<file path="config.mk">
export PLATFORM = sky130hd
export DESIGN_NAME = legv8_control_unit
export DESIGN_NICKNAME = d
export VERILOG_FILES = /design/src/rtl/legv8_pkg.sv /design/src/rtl/legv8_decoder.sv /design/src/rtl/legv8_control_unit.sv
export SDC_FILE = /design/constraint.sdc
export NUM_CORES = 1
export LEC_CHECK = 0
export BUFFER_PORTS_ARGS = -buffer_cell sky130_fd_sc_hd__buf_2
export CAP_MARGIN = 20
export CELL_PAD_IN_SITES_DETAIL_PLACEMENT = 1
export CELL_PAD_IN_SITES_GLOBAL_PLACEMENT = 1
export CORE_MARGIN = 4
export CORE_UTILIZATION = 38
export DETAILED_ROUTE_END_ITERATION = 10
export HOLD_SLACK_MARGIN = 0.02
export PLACE_DENSITY = 0.87
export SLEW_MARGIN = 0
export SYNTH_ARGS = -nofsm -noshare
export SYNTH_HDL_FRONTEND = slang
export SYNTH_SLANG_ARGS = --single-unit
</file>
<file path="constraint.sdc">
create_clock -name clock -period 4.6 [get_ports clock]
set_input_delay 0 -clock clock [delete_from_list [all_inputs] [get_ports clock]]
set_output_delay 0 -clock clock [all_outputs]
set_load 0.02 [all_outputs]
</file>
<file path="src/rtl/legv8_pkg.sv">
// Shared constants and types for the LEGv8 multi-cycle control unit.
// Opcodes, ALU function-select codes, ControlWord field offsets and FSM states.
package legv8_pkg;

    localparam logic [10:0] OP_ADD  = 11'b10001011000;
    localparam logic [10:0] OP_SUB  = 11'b11001011000;
    localparam logic [10:0] OP_AND  = 11'b10001010000;
    localparam logic [10:0] OP_ORR  = 11'b10101010000;
    localparam logic [10:0] OP_EOR  = 11'b11001010000;
    localparam logic [10:0] OP_LSL  = 11'b11010011011;
    localparam logic [10:0] OP_LSR  = 11'b11010011010;
    localparam logic [10:0] OP_LDUR = 11'b11111000010;
    localparam logic [10:0] OP_STUR = 11'b11111000000;

    localparam logic [9:0] OP_ADDI = 10'b1001000100;
    localparam logic [9:0] OP_SUBI = 10'b1101000100;
    localparam logic [9:0] OP_ANDI = 10'b1001001000;
    localparam logic [9:0] OP_ORRI = 10'b1011001000;
    localparam logic [9:0] OP_EORI = 10'b1101001000;

    localparam logic [7:0] OP_CBZ  = 8'b10110100;
    localparam logic [7:0] OP_CBNZ = 8'b10110101;
    localparam logic [5:0] OP_B    = 6'b000101;

    // FS[4:2] = operation, FS[1] = Binvert, FS[0] = Ainvert
    localparam logic [4:0] FS_AND = 5'b00000;
    localparam logic [4:0] FS_OR  = 5'b00100;
    localparam logic [4:0] FS_ADD = 5'b01000;
    localparam logic [4:0] FS_SUB = 5'b01010;
    localparam logic [4:0] FS_XOR = 5'b01100;
    localparam logic [4:0] FS_LSL = 5'b10000;
    localparam logic [4:0] FS_LSR = 5'b10100;

    localparam int CW_DA   = 20;
    localparam int CW_SA   = 15;
    localparam int CW_SB   = 10;
    localparam int CW_FS   = 5;
    localparam int CW_C0   = 4;
    localparam int CW_W    = 3;
    localparam int CW_BSEL = 2;
    localparam int CW_MW   = 1;
    localparam int CW_EN   = 0;

    localparam logic [1:0] ST_FETCH = 2'd0;
    localparam logic [1:0] ST_EXEC  = 2'd1;
    localparam logic [1:0] ST_MEM   = 2'd2;
    localparam logic [1:0] ST_CHECK = 2'd3;

    typedef enum logic [3:0] {
        CL_RTYPE, CL_IMM, CL_SHIFT, CL_LOAD, CL_STORE,
        CL_CBZ, CL_CBNZ, CL_B, CL_ILLEGAL
    } instr_class_e;

    typedef struct packed {
        logic [24:0]  cw;
        logic [63:0]  constant;
        logic [63:0]  offset;
        instr_class_e cls;
    } decode_t;

    function automatic logic [24:0] make_cw(
        input logic [4:0] da, input logic [4:0] sa, input logic [4:0] sb,
        input logic [4:0] fs, input logic c0, input logic w_reg,
        input logic b_sel, input logic mw, input logic en_mem);
        return {da, sa, sb, fs, c0, w_reg, b_sel, mw, en_mem};
    endfunction

endpackage

</file>
<file path="src/rtl/legv8_decoder.sv">
// Combinational decode of the instruction register into the EXEC-phase
// ControlWord, datapath constant, PC offset and instruction class.
module legv8_decoder
    import legv8_pkg::*;
(
    input  logic [31:0] ir,
    output decode_t     dec
);

    logic [4:0]   rd, rn, rm;
    logic [63:0]  imm12, shamt, dt_addr, br26, br19;
    instr_class_e cls;
    logic [4:0]   fs;
    logic         c0;

    assign rd      = ir[4:0];
    assign rn      = ir[9:5];
    assign rm      = ir[20:16];
    assign imm12   = {52'd0, ir[21:10]};
    assign shamt   = {58'd0, ir[15:10]};
    assign dt_addr = {{55{ir[20]}}, ir[20:12]};
    assign br26    = {{36{ir[25]}}, ir[25:0], 2'b00};
    assign br19    = {{43{ir[23]}}, ir[23:5], 2'b00};

    // Longest opcode prefix wins: each shorter match only runs as the fallback.
    always_comb begin
        cls = CL_ILLEGAL;
        fs  = FS_ADD;
        c0  = 1'b0;
        case (ir[31:21])
            OP_ADD:  begin cls = CL_RTYPE; fs = FS_ADD; end
            OP_SUB:  begin cls = CL_RTYPE; fs = FS_SUB; c0 = 1'b1; end
            OP_AND:  begin cls = CL_RTYPE; fs = FS_AND; end
            OP_ORR:  begin cls = CL_RTYPE; fs = FS_OR;  end
            OP_EOR:  begin cls = CL_RTYPE; fs = FS_XOR; end
            OP_LSL:  begin cls = CL_SHIFT; fs = FS_LSL; end
            OP_LSR:  begin cls = CL_SHIFT; fs = FS_LSR; end
            OP_LDUR: cls = CL_LOAD;
            OP_STUR: cls = CL_STORE;
            default: begin
                case (ir[31:22])
                    OP_ADDI: begin cls = CL_IMM; fs = FS_ADD; end
                    OP_SUBI: begin cls = CL_IMM; fs = FS_SUB; c0 = 1'b1; end
                    OP_ANDI: begin cls = CL_IMM; fs = FS_AND; end
                    OP_ORRI: begin cls = CL_IMM; fs = FS_OR;  end
                    OP_EORI: begin cls = CL_IMM; fs = FS_XOR; end
                    default: begin
                        case (ir[31:24])
                            OP_CBZ:  cls = CL_CBZ;
                            OP_CBNZ: cls = CL_CBNZ;
                            default: if (ir[31:26] == OP_B) cls = CL_B;
                        endcase
                    end
                endcase
            end
        endcase
    end

    always_comb begin
        dec        = '0;
        dec.cls    = cls;
        dec.offset = (cls == CL_B) ? br26 : br19;
        case (cls)
            CL_RTYPE: dec.cw = make_cw(rd, rn, rm, fs, c0, 1'b1, 1'b0, 1'b0, 1'b0);
            CL_IMM: begin
                dec.cw       = make_cw(rd, rn, 5'd0, fs, c0, 1'b1, 1'b1, 1'b0, 1'b0);
                dec.constant = imm12;
            end
            CL_SHIFT: begin
                dec.cw       = make_cw(rd, rn, 5'd0, fs, 1'b0, 1'b1, 1'b1, 1'b0, 1'b0);
                dec.constant = shamt;
            end
            CL_LOAD, CL_STORE: begin
                dec.cw       = make_cw(5'd0, rn, 5'd0, FS_ADD, 1'b0, 1'b0, 1'b1, 1'b0, 1'b0);
                dec.constant = dt_addr;
            end
            CL_CBZ, CL_CBNZ:
                dec.cw = make_cw(5'd0, 5'd31, rd, FS_ADD, 1'b0, 1'b0, 1'b0, 1'b0, 1'b0);
            default: ;
        endcase
    end

endmodule

</file>
<file path="src/rtl/legv8_control_unit.sv">
// Multi-cycle LEGv8 control unit: instruction handshake, FSM, PC and the
// ControlWord/constant that drive DatapathLEGv8.
module legv8_control_unit
    import legv8_pkg::*;
#(
    parameter logic [63:0] PC_RESET = 64'd0,
    parameter logic [63:0] PC_STEP  = 64'd4
) (
    input  logic        clock,
    input  logic        reset,
    input  logic [31:0] instruction,
    input  logic        instr_valid,
    output logic        instr_ready,
    input  logic [3:0]  status,
    output logic [24:0] ControlWord,
    output logic [63:0] constant,
    output logic [63:0] pc,
    output logic        illegal
);

    logic [1:0]  state;
    logic [31:0] ir;
    decode_t     dec;
    logic        take;
    logic        status_unused;

    legv8_decoder u_dec (
        .ir  (ir),
        .dec (dec)
    );

    assign status_unused = ^status[3:1];
    assign take = (dec.cls == CL_CBZ  &&  status[0]) ||
                  (dec.cls == CL_CBNZ && !status[0]);
    assign instr_ready = (state == ST_FETCH);

    always_ff @(posedge clock or posedge reset) begin
        if (reset) begin
            state <= ST_FETCH;
            ir    <= '0;
            pc    <= PC_RESET;
        end else begin
            case (state)
                ST_FETCH: if (instr_valid) begin
                    ir    <= instruction;
                    state <= ST_EXEC;
                end
                ST_EXEC: begin
                    case (dec.cls)
                        CL_LOAD, CL_STORE: state <= ST_MEM;
                        CL_CBZ, CL_CBNZ:   state <= ST_CHECK;
                        CL_B: begin
                            pc    <= pc + dec.offset;
                            state <= ST_FETCH;
                        end
                        default: begin
                            pc    <= pc + PC_STEP;
                            state <= ST_FETCH;
                        end
                    endcase
                end
                ST_MEM: begin
                    pc    <= pc + PC_STEP;
                    state <= ST_FETCH;
                end
                default: begin
                    pc    <= take ? pc + dec.offset : pc + PC_STEP;
                    state <= ST_FETCH;
                end
            endcase
        end
    end

    // Outputs derive from state, so an async reset zeroes them without waiting for a clock.
    always_comb begin
        ControlWord = '0;
        constant    = '0;
        illegal     = 1'b0;
        case (state)
            ST_EXEC: begin
                ControlWord = dec.cw;
                constant    = dec.constant;
                illegal     = (dec.cls == CL_ILLEGAL);
            end
            ST_MEM: begin
                ControlWord = dec.cw;
                constant    = dec.constant;
                if (dec.cls == CL_LOAD) begin
                    ControlWord[CW_DA +: 5] = ir[4:0];
                    ControlWord[CW_W]       = 1'b1;
                    ControlWord[CW_EN]      = 1'b1;
                end else begin
                    ControlWord[CW_SB +: 5] = ir[4:0];
                    ControlWord[CW_MW]      = 1'b1;
                end
            end
            ST_CHECK: begin
                ControlWord = dec.cw;
                constant    = dec.constant;
            end
            default: ;
        endcase
    end

endmodule

</file>
==> impl_metrics.json, run 1 <==
{
  "grtUsageMet1_pct": 32.7,
  "intPower_mw": 4.15,
  "crit_path_end_kind": "flop",
  "start_util_pct": 38.8,
  "yosysSeqAreaShare_pct": 22.9,
  "setup_slack_ns": 0.111,
  "p_leak_nw": 5.80,
  "vias": 11946,
  "netlist_area_sq_mm": 0.0105,
  "outcome": "complete, no violations",
  "die-area_sq_mm": 0.0303,
  "path_clk_slew_ns": 0.08,
  "clk_path_buf_depth": 2,
  "ys_ff_latch": 96,
  "period_share_pct": 97.6,
  "drv_slew": 0,
  "synth_ff_type": "dfrtp_1",
  "track_usage_pct": 26.9,
  "cts-root-buf": "clkbuf_16",
  "power.density_mw_per_mm2": 723,
  "chipWidth_um": 174,
  "core_sq_mm": 0.0270,
  "swShare_pct": 54.7,
  "r2r-end": "pc[63]",
  "cts_tree": "built",
  "worstReg2RegStart": "ir[27]",
  "grt_util_met3_pct": 3.68,
  "antenna_violating_nets_post_route": 0,
  "grt.busiest_layer": "met2",
  "io_buffers": 187,
  "grt_pass1_vias": 12403,
  "power_frac_comb_pct": 70.3,
  "crit_path_max_fanout": 19,
  "synth-edff-count": 0,
  "critPathLaunchType": "flop",
  "max_freq_ghz": 0.223,
  "via_per_inst": 6.22,
  "vdd_drop_max_mv": 0.322,
  "drtPass1Iterations": 5,
  "num_rows": 60,
  "slew_headroom_pct": 35.0,
  "hpwl_um": 31000,
  "syn_avg_cell_area_sq_um": 7.44,
  "grt_pass1_wl_um": 67000,
  "dp_worst_setup_slack_ns": -0.179,
  "finalSetupViolCount": 0,
  "drc": 0,
  "async_flop_share_pct": 100,
  "drt-total-wl_um": 43200,
  "rr_worst_depth": 19,
  "clkLatencyLatePin_ns": 0.37,
  "max_cap_violations": 0,
  "tightest_slew_ns": 0.956,
  "drt_iter0_markers": 829,
  "ys_warn_count": 0,
  "finalHoldViolCount": 0,
  "grt_max_degree": 59,
  "nNetsFinal": 1681,
  "synthCells": 1408,
  "crit_chain": "nor2b_2, nand3b_1, or3_4, and2_2, a21oi_4, clkinvlp_4, buf_8, ha_4, a21oi_2, o21ai_1, a211o_1, a21oi_1, o21ai_0, a21o_1, a41oi_2, a211oi_2, o21a_1, o2111a_1, a311o_1",
  "required_ns": 4.85,
  "place.gp.congestion": 0.971,
  "cpLargestDelayFamily": "compound AO/OA/AOI/OAI gates",
  "htree_levels": 3,
  "cts_buffers": 9,
  "max_stage_delay_ns": 0.41,
  "p_seq_share_pct": 19.4,
  "gr-total-overflow": 0,
  "io-pin-count": 194,
  "cp_slowest_cell": "dfrtp_1",
  "switchingPower_mw": 5.00,
  "die_y_um": 174,
  "r2r_setup_slack_ns": 0.11,
  "hp-class": "in -> async",
  "power.share.clock_pct": 10.3,
  "wl_per_cell_um": 22.5,
  "syn2layout_area_growth_pct": 20.6,
  "skew_ns": 0.0112,
  "cts_sinks": 96,
  "fin_total_pwr_mw": 9.14,
  "drive_gt1_share_pct": 22.8,
  "criticalPathCategory": "reg -> reg",
  "cp_data_arrival_time_ns": 4.74,
  "synth_cell_type_count": 80,
  "grt_util_met2_pct": 47.6,
  "antenna_found_initial": 1,
  "cp_num_buf_inv": 2,
  "period_minus_slack_ns": 4.49
}
[cells in the mapped netlist (all sizes together), types with 7 or more instances]
master	count	share of area, %
nand2	177	6.3
o21ai	128	6.1
a21oi	125	6.0
nor2	121	4.5
dfrtp	96	23
buf	69	4.5
ha	68	8.1
clkbuf	60	2.1
nand3	49	2.3
xnor2	44	3.7
inv	39	1.4
a21o	36	2.6
mux2	32	3.4
nor3	32	1.5
xor2	32	2.7
and3	28	1.7
nand4	27	1.9
a22oi	25	1.8
and2	15	0.90
nor2b	15	0.90
a211oi	14	1.0
nand2b	14	0.84
o22ai	12	0.72
a31oi	11	0.66
nor4	11	0.72
o21bai	11	0.79
o211ai	10	0.72
o21a	9	0.64
o221ai	8	0.67
a32oi	7	0.59
mux2i	7	0.67
or3	7	0.42
[what timing repair did]
action	CTS	global route
hold buffers	34	0
setup buffers	1	1
hold endpoints to repair	72	0
setup endpoints to repair	7	18
pin swaps	2	3
gates resized for setup	9	38
[per-stage QoR]
stage	util, %	TNS, ns	hold slack, ns	cell area [sq um]	cells
floorplan	-	-0.438	0.141	10600	1410
global placement	43.3	0	0.0964	11700	1867
detailed placement	43.3	-0.281	0.101	11700	1867
CTS	46.0	0	0.255	12400	1918
global route	46.8	-0.0556	0.289	12600	1920
finish	46.8	0	0.227	12600	1920
[layout make-up]
type / count / area (sq um)
fillers: 3402 / 14400
multi-input cells: 1146 / 7550
flip-flops and latches: 96 / 2400
repair buffers: 281 / 1750
well taps: 341 / 427
clock buffers: 10 / 239
inverters: 39 / 153
clock inverters: 6 / 114
diodes: 1 / 2.50
[kinds of logic (layout without fill, tap and decap cells)]
logic type	after synthesis	in the layout	synth area share, %
fa+ha+maj	69	69	8.31
flops	96	96	22.9
other cells	1	4	0.0358
simple gates	517	517	23.7
compound gates	442	442	26.5
buf+inv	168	336	8.06
xor+xnor	76	76	6.35
mux	39	39	4.11
[worst max-delay path by stage]
stage | start | end | slack (ns) | cells after the start
after global routing | ir[27] | pc[63] | -0.03 | 19
after global placement | ir[27] | pc[63] | 0.09 | 18
after detailed placement | ir[27] | pc[63] | -0.18 | 18
after CTS | ir[27] | pc[61] | 0.02 | 18
after floorplan | ir[30] | pc[61] | -0.18 | 21
final | ir[27] | pc[63] | 0.11 | 19
[tightest hold or removal path: cells and delay by family]
family                 cells  cell delay, ns
buffers and inverters      3            1.05
[routing by layer]
metal | share of wire [%] | vias up
li1 | - | 5377
met1 | 40 | 5933
met2 | 50 | 518
met3 | 6.0 | 118
met4 | 3.9 | 0
met5 | 0 | -
[sequential cells by signal, indices dropped and copies added (netlist names)]
register,count
ir,32
state,2
pc,62
[power groups by stage]
stage	combinational (mW)	clock, mW	sequential, mW
final	6.43	0.943	1.77
after global placement	5.76	0	1.74
after global routing	6.97	0.973	1.81
after floorplan	4.01	0	1.70
after CTS	6.11	0.949	1.75
after detailed placement	5.98	0	1.76
[cell usage in the layout (no fill, tap or decap), types with 27 or more instances in the layout]
cell type | netlist | layout
buf_4 | 55 | 56
nand2_1 | 177 | 176
ha_1 | 68 | 56
inv_1 | 39 | 37
buf_2 | 6 | 187
o21ai_0 | 126 | 123
a21o_1 | 36 | 36
nor3_1 | 32 | 30
and3_1 | 27 | 27
dfrtp_1 | 96 | 96
dlygate4sd3_1 | 0 | 34
nor2_1 | 120 | 119
nand3_1 | 49 | 49
mux2_2 | 32 | 32
a21oi_1 | 125 | 114
xnor2_1 | 44 | 44
xor2_1 | 32 | 32
Power figures use the tool's default switching activity.
==> inputs of run 2 (changes only) <==
--- a/config.mk
+++ b/config.mk
@@ -14,6 +14,7 @@
 export DETAILED_ROUTE_END_ITERATION = 10
 export HOLD_SLACK_MARGIN = 0.02
 export PLACE_DENSITY = 0.87
+export REMOVE_ABC_BUFFERS = 1
 export SLEW_MARGIN = 0
 export SYNTH_ARGS = -nofsm -noshare
 export SYNTH_HDL_FRONTEND = slang
==> impl_metrics.json, run 2 (synthesis gave the netlist of run 1 again) <==
{
  "clkLatencyLatePin_ns": 0.37,
  "hp-class": "in -> async",
  "track_usage_pct": 26.7,
  "io-pin-count": 194,
  "dp_worst_setup_slack_ns": -0.130,
  "finalHoldViolCount": 0,
  "drc": 0,
  "vdd_drop_max_mv": 0.257,
  "start_util_pct": 38.8,
  "hpwl_um": 31000,
  "cp_num_buf_inv": 2,
  "grt_util_met3_pct": 4.39,
  "io_buffers": 187,
  "largest_reg_flops": 62,
  "cp_slowest_cell": "or3_1",
  "antenna_found_initial": 0,
  "max_stage_delay_ns": 0.44,
  "grt_pass1_wl_um": 66600,
  "endpoint": "pc[61]",
  "via_per_inst": 6.19,
  "cts-root-buf": "clkbuf_16",
  "cts_sinks": 96,
  "crit_start": "ir[27]",
  "syn2layout_area_growth_pct": 18.9,
  "max_freq_ghz": 0.220,
  "chipWidth_um": 174,
  "nNetsFinal": 1688,
  "htree_levels": 3,
  "period_minus_slack_ns": 4.54,
  "r2r-end": "pc[61]",
  "largest_registers": "pc (62), ir (32), state (2)",
  "place.gp.congestion": 0.961,
  "path_depth": 18,
  "final_cell_mix": "buf_2, nand2_1, o21ai_0",
  "cp_data_arrival_time_ns": 4.77,
  "crit_chain": "nor2b_2, nand3b_1, or3_4, and2_0, buf_4, a21o_1, ha_1, nand2_1, or3_1, a2111oi_4, a211oi_2, buf_4, o31a_1, o211a_1, o21bai_2, a221oi_2, xnor2_1, a211o_1",
  "drv_slew": 0,
  "period_share_pct": 98.7,
  "path_clk_slew_ns": 0.08,
  "worstReg2RegStart": "ir[27]",
  "grt_max_degree": 59,
  "crit_path_end_kind": "flop",
  "cts_buffers": 9,
  "power.density_mw_per_mm2": 710,
  "grt_util_met2_pct": 46.5,
  "seqCellArea_sq_mm": 0.00240,
  "setup_slack_ns": 0.0615,
  "die_y_um": 174,
  "dpl_cell_area_sq_mm": 0.0117,
  "final_common_cell": "buf_2",
  "fill_cells": 3376,
  "core_sq_mm": 0.0270,
  "drt_iter0_markers": 869,
  "criticalPathCategory": "reg -> reg",
  "skew_ns": 0.0172,
  "drt-total-wl_um": 42700,
  "rr_worst_depth": 18,
  "drive_gt1_share_pct": 22.2,
  "finalSetupViolCount": 0,
  "tightest_slew_ns": 0.873,
  "multi_input_area_sq_mm": 0.00739,
  "cpLargestDelayFamily": "compound AO/OA/AOI/OAI gates",
  "num_rows": 60,
  "cpMostUsedCell": "buf_4",
  "slew_headroom_pct": 41.6,
  "cts_tree": "built",
  "drtPass1Iterations": 5,
  "critPathLaunchType": "flop",
  "required_ns": 4.84,
  "grt_pass1_vias": 12022,
  "vias": 11920,
  "p_leak_nw": 5.81,
  "wl_per_cell_um": 22.2,
  "num_antenna_cells": 0,
  "outcome": "complete, no violations",
  "crit_path_max_fanout": 6,
  "gr-total-overflow": 0,
  "die-area_sq_mm": 0.0303,
  "antenna_violating_nets_post_route": 0,
  "max_cap_violations": 0,
  "r2r_setup_slack_ns": 0.06,
  "clk_path_buf_depth": 2,
  "final_area_sq_mm": 0.0125,
  "grtUsageMet1_pct": 33.9,
  "regMostFlops": "pc",
  "grt.busiest_layer": "met2"
}
run 2: cell types whose count changed in the layout (fill, tap and decap cells not counted), moves of 3 or more:
cell,change
a21oi_1,+5
nor3_2,+3
ha_1,+10
ha_4,-10
a21oi_2,-4
buf_4,+10
run 2: worst min-delay path, cell delays in order:
cell	delay [ns]
dlygate4sd3_1	0.53
buf_2	0.14
inv_4	0.53
run 2: cell type report:
class	instances	share of cell area, %
clock buffer	9	1.81
clock inverter	7	0.613
inverter	39	1.20
multi-input combinational	1146	59.3
sequential	96	19.3
tap	341	3.42
timing repair buffer	288	14.4
run 2: worst min path at each step:
stage / start / to / slack (ns) / depth (start not counted)
after floorplan: instr_valid / state[0] / 0.14 / 2
after global routing: reset / pc[25] / 0.40 / 3
after detailed placement: reset / pc[25] / 0.21 / 2
after CTS: reset / pc[13] / 0.37 / 3
after global placement: reset / pc[26] / 0.20 / 2
final: reset / pc[25] / 0.33 / 3
run 2: what timing repair did:
action,4_1_cts,5_1_grt
buffers inserted,0,4
pin swaps,0,3
gates resized for setup,4,27
setup endpoints to repair,3,25
hold buffers,34,0
endpoints found under the hold margin,87,0
run 2: per-layer routing:
layer | share of wire [%] | wire, um
met2 | 49 | 20700
met4 | 2.6 | 1130
met3 | 7.0 | 3010
met5 | 0 | 0
met1 | 42 | 17800
run 2: power breakdown:
| group | internal (mW) | switching (mW) |
|---|---|---|
| combinational | 2.35 | 3.89 |
| sequential | 1.15 | 0.625 |
| clock | 0.429 | 0.406 |
| total | 3.92 | 4.92 |
run 2: through the flow:
| stage | std cells | utilization, % | hold WS, ns | TNS [ns] | total power [mW] |
|---|---|---|---|---|---|
| after floorplan | 1281 | - | 0.141 | -511.23 | 5.52 |
| after detailed placement | 1872 | 43.2 | 0.206 | -0.131 | 7.63 |
| final | 1926 | 46.1 | 0.329 | 0 | 8.84 |
| after global routing | 1926 | 46.1 | 0.404 | -0.606 | 9.45 |
| after global placement | 1872 | 43.2 | 0.198 | 0 | 7.40 |
| after CTS | 1922 | 45.6 | 0.368 | -0.00668 | 8.56 |
==> inputs of run 3 (changes only) <==
--- a/config.mk
+++ b/config.mk
@@ -10,10 +10,10 @@
 export CELL_PAD_IN_SITES_DETAIL_PLACEMENT = 1
 export CELL_PAD_IN_SITES_GLOBAL_PLACEMENT = 1
 export CORE_MARGIN = 4
-export CORE_UTILIZATION = 38
+export CORE_UTILIZATION = 45
 export DETAILED_ROUTE_END_ITERATION = 10
 export HOLD_SLACK_MARGIN = 0.02
-export PLACE_DENSITY = 0.87
+export PLACE_DENSITY = 0.95
 export REMOVE_ABC_BUFFERS = 1
 export SLEW_MARGIN = 0
 export SYNTH_ARGS = -nofsm -noshare
==> constraint.sdc (replaced) <==
create_clock -name clock -period 5.85 [get_ports clock]
set_input_delay 0 -clock clock [delete_from_list [all_inputs] [get_ports clock]]
set_output_delay 0 -clock clock [all_outputs]
set_load 0.02 [all_outputs]
==> impl_metrics.json, run 3 (synthesis gave the netlist of run 1 again) <==
{
  "antenna_violating_nets_post_route": 0,
  "clkLatencyLatePin_ns": 0.37,
  "setup_slack_ns": 0.416,
  "io_buffers": 187,
  "drt-total-wl_um": 42900,
  "chipWidth_um": 161,
  "final_common_cell": "buf_2",
  "vias": 11818,
  "drc": 0,
  "place.gp.congestion": 0.957,
  "start_util_pct": 46.0,
  "die_y_um": 161,
  "hp-class": "in -> async",
  "slew_headroom_pct": 26.5,
  "wl_per_cell_um": 23.2,
  "antenna_found_initial": 0,
  "gr-total-overflow": 0,
  "cpMostUsedCell": "a21oi_1",
  "drv_slew": 0,
  "max_freq_ghz": 0.184,
  "skew_ns": 0.0104,
  "utilization_pct": 52.5,
  "num_antenna_cells": 0,
  "clk_path_buf_depth": 2,
  "swShare_pct": 56.4,
  "hpwl_um": 29900,
  "power_frac_comb_pct": 68.5,
  "largest_registers": "pc (62), ir (32), state (2)",
  "r2r_setup_slack_ns": 0.42,
  "finalSetupViolCount": 0,
  "critPathLaunchType": "flop",
  "crit_path_max_fanout": 7,
  "die-area_sq_mm": 0.0258,
  "finalHoldViolCount": 0,
  "cts_sinks": 96,
  "fin_total_pwr_mw": 6.67,
  "max_cap_violations": 0,
  "switchingPower_mw": 3.76,
  "grt_pass1_wl_um": 67600,
  "power.share.clock_pct": 10.2,
  "drtPass1Iterations": 8,
  "dp_worst_setup_slack_ns": 0.344,
  "outcome": "complete, no violations",
  "intPower_mw": 2.91,
  "drt_iter0_markers": 1154,
  "period_share_pct": 92.9,
  "p_seq_share_pct": 21.2,
  "cts_tree": "built",
  "io-pin-count": 194,
  "grt_max_degree": 54,
  "grt_pass1_vias": 12423,
  "core_sq_mm": 0.0228,
  "criticalPathCategory": "reg -> reg",
  "htree_levels": 3,
  "tightest_slew_ns": 1.10,
  "syn2layout_area_growth_pct": 14.1,
  "cts-root-buf": "clkbuf_16",
  "path_clk_slew_ns": 0.07,
  "period_minus_slack_ns": 5.43,
  "vdd_drop_max_mv": 0.208,
  "p_leak_nw": 5.57,
  "num_rows": 55,
  "cp_data_arrival_time_ns": 5.68,
  "crit_chain": "nor2b_1, nand3b_1, or3_1, and2_0, a21oi_2, clkinvlp_4, buf_4, ha_1, a21oi_1, o21ai_1, a211o_1, a21oi_1, o21ai_0, a21o_1, a41oi_2, a211oi_1, o21a_1, o2111a_1, a311o_1",
  "crit_path_end_kind": "flop",
  "via_per_inst": 6.39,
  "regMostFlops": "pc",
  "cts_buffers": 9,
  "fill_cells": 2915,
  "track_usage_pct": 32.0,
  "largest_reg_flops": 62,
  "power.density_mw_per_mm2": 558,
  "cp_slowest_cell": "a21oi_2",
  "rsz0062_at_grt": "no",
  "max_stage_delay_ns": 0.42,
  "drive_gt1_share_pct": 18.3,
  "required_ns": 6.09,
  "nNetsFinal": 1640,
  "final_cell_mix": "buf_2, nand2_1, o21ai_0"
}
run 3: layout make-up:
type / instances / area (sq um) / area share (%)
Multi-Input combinational cell: 1146 / 7270 / 60.8
Sequential cell: 96 / 2400 / 20.1
Inverter: 39 / 153 / 1.28
Timing Repair Buffer: 240 / 1420 / 11.9
Clock inverter: 5 / 81.3 / 0.681
Clock buffer: 10 / 239 / 2.00
Tap cell: 313 / 392 / 3.28
run 3: critical path: cells and delay by family, from the launching register on:
kind	cells	cell delay, ns
AO/OA/AOI/OAI	12	2.92
adder cells (fa/ha/maj)	1	0.36
buffers and inverters	2	0.38
flip-flops	1	0.40
AND/OR/NAND/NOR	4	1.24
run 3: routing by layer:
| layer | track usage (%) | routed length, um | up-vias | part of all wire, % |
|---|---|---|---|---|
| li1 | - | - | 5299 | - |
| met1 | 38.1 | 17100 | 5771 | 40 |
| met2 | 55.8 | 20600 | 582 | 48 |
| met3 | 5.49 | 3120 | 166 | 7.3 |
| met4 | 15.5 | 2100 | 0 | 4.9 |
| met5 | 0 | 0 | - | 0 |
run 3: power groups by stage:
| stage | registers (mW) | clock network [mW] | logic (mW) |
|---|---|---|---|
| floorplan | 1.35 | 0 | 2.99 |
| global placement | 1.37 | 0 | 4.13 |
| detailed placement | 1.39 | 0 | 4.34 |
| CTS | 1.39 | 0.691 | 4.42 |
| global route | 1.45 | 0.712 | 4.94 |
| finish | 1.42 | 0.683 | 4.57 |
run 3: worst paths after layout:
path,end,from,depth (start not counted)
min in group clock,ir[21],instruction[21],3
worst max-delay path,pc[63],ir[28],19
worst min register to register,ir[27],ir[27],1
max in group asynchronous,pc[51],reset,4
worst min-delay path,ir[21],reset,3
worst max register to register,pc[63],ir[28],19
run 3: stage by stage:
stage                     TNS (ns)  cell area [sq um]  hold WS, ns  instances
after global placement           0              11300       0.0957       1797
after detailed placement         0              11300        0.111       1797
after floorplan            -411.16               9790        0.141       1281
after global routing             0              12000        0.330       1849
final                            0              12000        0.257       1849
after CTS                        0              11900        0.272       1846
run 3: timing repair:
action | in CTS | in global routing
setup buffers | 0 | 2
endpoints found under the hold margin | 76 | 0
hold buffers | 34 | 0
gates resized for setup | 0 | 2
setup endpoints to repair | 0 | 14
